$ cat src/rtl/cci_mpf_csr_event_counters.sv
// MPF CSR event counters.
// Accumulates single-cycle event pulses from the VTP, VC MAP, WRO and PWRITE
// shims into saturating counters. Serves fixed two-cycle-latency reads for the
// CSR MMIO manager, with no backpressure, and supports per-counter clears.
// Index 12 returns the most recent page-table-walk address. Indices 13-15
// return zero.

module cci_mpf_csr_event_counters #(
    parameter int COUNTER_WIDTH = 48,
    parameter int CL_ADDR_WIDTH = 42
) (
    input  logic                     clk,
    input  logic                     reset,

    input  logic                     vtp_out_event_4kb_hit,
    input  logic                     vtp_out_event_4kb_miss,
    input  logic                     vtp_out_event_2mb_hit,
    input  logic                     vtp_out_event_2mb_miss,
    input  logic                     vtp_out_event_pt_walk_busy,
    input  logic                     vtp_out_event_failed_translation,
    input  logic                     vc_map_out_event_mapping_changed,
    input  logic                     wro_out_event_rr_conflict,
    input  logic                     wro_out_event_rw_conflict,
    input  logic                     wro_out_event_wr_conflict,
    input  logic                     wro_out_event_ww_conflict,
    input  logic                     pwrite_out_event_pwrite,
    input  logic [CL_ADDR_WIDTH-1:0] vtp_out_pt_walk_last_vaddr,

    input  logic                     rd_req_valid,
    input  logic [3:0]               rd_req_idx,
    input  logic [8:0]               rd_req_tid,
    output logic                     rd_rsp_valid,
    output logic [8:0]               rd_rsp_tid,
    output logic [63:0]              rd_rsp_data,

    input  logic                     clr_valid,
    input  logic [11:0]              clr_mask
);

    localparam int NUM_COUNTERS = 12;
    localparam logic [COUNTER_WIDTH-1:0] CNT_MAX = {COUNTER_WIDTH{1'b1}};
    localparam logic [COUNTER_WIDTH-1:0] CNT_ONE = COUNTER_WIDTH'(1);
    localparam logic [3:0] VADDR_IDX = 4'd12;

    // Event vector. The bit position is the counter index seen by readers.
    logic [NUM_COUNTERS-1:0] event_s;

    assign event_s = {pwrite_out_event_pwrite,
                      wro_out_event_ww_conflict,
                      wro_out_event_wr_conflict,
                      wro_out_event_rw_conflict,
                      wro_out_event_rr_conflict,
                      vc_map_out_event_mapping_changed,
                      vtp_out_event_failed_translation,
                      vtp_out_event_pt_walk_busy,
                      vtp_out_event_2mb_miss,
                      vtp_out_event_2mb_hit,
                      vtp_out_event_4kb_miss,
                      vtp_out_event_4kb_hit};

    logic [COUNTER_WIDTH-1:0] cnt_q [NUM_COUNTERS];
    logic [COUNTER_WIDTH-1:0] cnt_d [NUM_COUNTERS];
    logic [CL_ADDR_WIDTH-1:0] vaddr_q;

    logic [63:0]              rd_mux_s;
    logic                     s1_valid_q;
    logic [8:0]               s1_tid_q;
    logic [63:0]              s1_data_q;

    logic                     rsp_valid_q;
    logic [8:0]               rsp_tid_q;
    logic [8:0]               rsp_tid_d;
    logic [63:0]              rsp_data_q;
    logic [63:0]              rsp_data_d;

    // Counter next state: a clear takes priority and then counts this cycle's
    // event, so that no event is lost. Otherwise the counter increments and
    // saturates at all-ones.
    always_comb begin
        for (int i = 0; i < NUM_COUNTERS; i++) begin
            cnt_d[i] = cnt_q[i];
            if (clr_valid && clr_mask[i]) begin
                cnt_d[i] = event_s[i] ? CNT_ONE : '0;
            end else if (event_s[i] && (cnt_q[i] != CNT_MAX)) begin
                cnt_d[i] = cnt_q[i] + CNT_ONE;
            end else begin
                cnt_d[i] = cnt_q[i];
            end
        end
    end

    // Counter and walk-address state registers.
    always_ff @(posedge clk or posedge reset) begin
        if (reset) begin
            for (int i = 0; i < NUM_COUNTERS; i++) begin
                cnt_q[i] <= '0;
            end
            vaddr_q <= '0;
        end else begin
            for (int i = 0; i < NUM_COUNTERS; i++) begin
                cnt_q[i] <= cnt_d[i];
            end
            vaddr_q <= vtp_out_pt_walk_last_vaddr;
        end
    end

    // Read mux. It selects registered state only, so a read in cycle N sees
    // events from cycles before N and ignores a clear issued in cycle N.
    always_comb begin
        rd_mux_s = 64'd0;
        case (rd_req_idx)
            VADDR_IDX: rd_mux_s = 64'(vaddr_q);
            default: begin
                if (rd_req_idx < 4'(NUM_COUNTERS)) begin
                    rd_mux_s = 64'(cnt_q[rd_req_idx]);
                end else begin
                    rd_mux_s = 64'd0;
                end
            end
        endcase
    end

    // Read stage 1: capture the request and the selected value.
    always_ff @(posedge clk or posedge reset) begin
        if (reset) begin
            s1_valid_q <= 1'b0;
            s1_tid_q   <= 9'd0;
            s1_data_q  <= 64'd0;
        end else begin
            s1_valid_q <= rd_req_valid;
            s1_tid_q   <= rd_req_tid;
            s1_data_q  <= rd_mux_s;
        end
    end

    // Response next state: the fields hold their last value between responses.
    always_comb begin
        rsp_tid_d  = rsp_tid_q;
        rsp_data_d = rsp_data_q;
        if (s1_valid_q) begin
            rsp_tid_d  = s1_tid_q;
            rsp_data_d = s1_data_q;
        end else begin
            rsp_tid_d  = rsp_tid_q;
            rsp_data_d = rsp_data_q;
        end
    end

    // Read stage 2: the registered response outputs.
    always_ff @(posedge clk or posedge reset) begin
        if (reset) begin
            rsp_valid_q <= 1'b0;
            rsp_tid_q   <= 9'd0;
            rsp_data_q  <= 64'd0;
        end else begin
            rsp_valid_q <= s1_valid_q;
            rsp_tid_q   <= rsp_tid_d;
            rsp_data_q  <= rsp_data_d;
        end
    end

    assign rd_rsp_valid = rsp_valid_q;
    assign rd_rsp_tid   = rsp_tid_q;
    assign rd_rsp_data  = rsp_data_q;

endmodule

$ cat config.mk
export PLATFORM = sky130hd
export DESIGN_NAME = cci_mpf_csr_event_counters
export DESIGN_NICKNAME = d
export VERILOG_FILES = /design/src/rtl/cci_mpf_csr_event_counters.sv
export SDC_FILE = /design/constraint.sdc
export NUM_CORES = 2
export LEC_CHECK = 0
export ABC_AREA = 1
export BUFFER_PORTS_ARGS = -buffer_cell sky130_fd_sc_hd__buf_2
export CAP_MARGIN = 30
export CORE_MARGIN = 2
export CORE_UTILIZATION = 38
export CTS_CLUSTER_DIAMETER = 100
export CTS_CLUSTER_SIZE = 8
export DETAILED_ROUTE_END_ITERATION = 10
export GPL_TIMING_DRIVEN = 0
export PLACE_DENSITY = 0.62
export RECOVER_POWER = 25
export SYNTH_ARGS = -nofsm -noshare
export SYNTH_HDL_FRONTEND = slang
export SYNTH_SLANG_ARGS = --single-unit
$ cat constraint.sdc
create_clock -name clk -period 32.7 [get_ports clk]
set_input_delay 3.27 -clock clk [delete_from_list [all_inputs] [get_ports clk]]
set_output_delay 3.27 -clock clk [all_outputs]
set_load 0.01 [all_outputs]
==> out/qor.yml <==
status: "complete, but fails checks"
failed_checks: "max-capacitance violations, max-slew violations"
syn-cell-area_um2: 52190
cts_resized: 0
dr.pass1.iters: 7
coreArea_um2: 136000
holdBufCountCts: 0
antenna_left: 0
cts_root_buffer: "clkbuf_16"
fp.dieH_um: 374.6
dp.cells: 10257
critical_path.endpoint_type: "async pin"
num-nets-final: 8680
die_area_um2: 140300
max-vdd-ir-drop_v: 0.00003880
grt_overflow: 0
period_needed_ps: 13700
io_buffers: 140
fmax_mhz: 72.98
worstPathMaxFanout: 96
antenna_found_initial: 26
finalWirelength_um: 259200
num_rows: 135
power_mw: 2.246
start_util: 0.3838
avgViaCountPerCell: 5.616
first_iter_violations: 6984
final_cells: 10384
worst_slew_pin_slew_ps: 5539
fin_crit_sh: 0.4190
grt_use_total: 0.3611
place_congestion: 1.061
ctsHtreeMaxLevel: 3
yosys_warnings: 0
cts_made_buffers: 101
avgSynthCellArea_um2: 6.287
cap_viol_max_count: 3
drive_gt1_frac: 0.06844
worstSetupStartpointType: "input port"
layout.cells.most_common: "nand2_1"
cts_tree: "yes"
ys.flop_type: "dfrtp_1"
post_cts_buffers: 0
synth-seq-cells: 734
min_from: "s1_data_q[14]"
startpoint: "reset"
async_flop_share: 1.000
fp.dieW_um: 374.6
hp-class: "register to register"
num_vias: 58317
syn2layout_area_growth_pct: 11.51
crit_arrival_ps: 13210
maxSlewHeadroom: -2.693
grt_setup_unrepaired: "false"
p_leak_nw: 25.47
first_global_vias: 53810
grt_max_degree: 117
hold_viol_final: 0
ys_types: 40
clk_latency_ps: 760
maxSlewViolCount: 259
cts.sinks: 734
synth-edff-count: 0
clockBufferDepth: 3
ios: 157
most-common-layout-cells: "nand2_1, nor2_1, nand3_1"
finalSetupViolations: 0
power_density_nw_per_um2: 38.58
path_class: "input port to async pin"
ys_seq_area_frac: 0.3519
grt_pass1_wl_um: 372000
wl_per_cell_um: 24.96
fin_worst_skew_ps: 40.31
critPathRequiredTime_ps: 32200
detailed_place_hpwl_um: 206300
syn_inst: 8301
reg2reg_from: "s1_valid_q"
clkSlewWorstSetupHoldPaths_ps: 60
drt_drc_violations_left: 0
## final timing paths
path / cells after the start / slack (ps) / end
setup / recovery: 4 / 19000 / cnt_q[122]
hold / removal: 1 / 460 / rd_rsp_data[14]
setup reg to reg: 3 / 29590 / rd_rsp_data[11]
hold reg to reg: 1 / 460 / rd_rsp_data[14]
max in group clk: 7 / 26650 / s1_data_q[36]
min in group asynchronous: 2 / 3490 / cnt_q[268]
## power by group
part	leakage (nW)	switching, mW	internal (mW)
sequential	10.0	0.0453	0.939
combinational	14.2	0.198	0.0654
clock	1.31	0.445	0.552
total	25.5	0.689	1.56
## through the flow
stage                     TNS [ps]  worst slack [ps]  instance area, um2  hold slack (ps)    util
after floorplan                  0              8836               52250            388.8       -
after global placement    -1017980             -1601               55180            456.7  0.4058
after detailed placement         0             26150               55520            463.7  0.4083
after CTS                        0             26900               58200            469.0  0.4281
after global routing             0             16740               58180            484.9  0.4279
final                            0             19000               58200            464.5  0.4280
## worst max-delay path, cell delays in order
cell and delay, ps:
buf_2 100, clkinvlp_2 1890, clkbuf_1 3660, clkbuf_1 4110
## Yosys cell counts (all sizes together), types with 5 or more instances
cell,n,area share
xor2,122,0.020
inv,642,0.046
ha,12,0.0029
dfrtp,734,0.35
buf,157,0.019
nor3,5,0.00048
nand2,3022,0.22
o21ai,479,0.046
mux2,57,0.012
nand3,1119,0.11
o211ai,22,0.0032
xnor2,47,0.0079
nand4,202,0.024
nor2,1277,0.098
nand3b,20,0.0029
and2,9,0.0011
a21oi,142,0.014
clkbuf,177,0.013
o22ai,36,0.0043
## layout make-up
type,count,area [um2]
fill,14660,77770
clock inverter,5,97.59
clock buffer,105,2585
sequential,734,18370
inverter,646,2426
buffer,334,1634
timing repair buffer,166,1025
tap,1781,2228
multi-input combinational,6602,29810
antenna,11,27.53
## logic make-up after synthesis
family	synth area share
adder cells (fa/ha/maj)	0.002877
other	0.00007185
flip-flops	0.3519
AND/OR/NAND/NOR	0.4575
multiplexers	0.01230
buffers and inverters	0.07787
AO/OA/AOI/OAI	0.06909
XOR/XNOR	0.02836
## state kept, by name, summed over array words and instances, names as in the netlist
signal,flops
vaddr_q,42
s1_valid_q,1
s1_tid_q,9
cnt_q,576
s1_data_q,48
rd_rsp_tid,9
rd_rsp_valid,1
rd_rsp_data,48
## per-layer routing
metal,up-vias,global-route usage,share of wire
met5,-,0.02196,0.0028
met3,648,0.1085,0.10
met4,26,0.1745,0.057
li1,27152,-,-
met1,27688,0.4620,0.41
met2,2803,0.5523,0.43
Power figures use the tool's default switching activity.
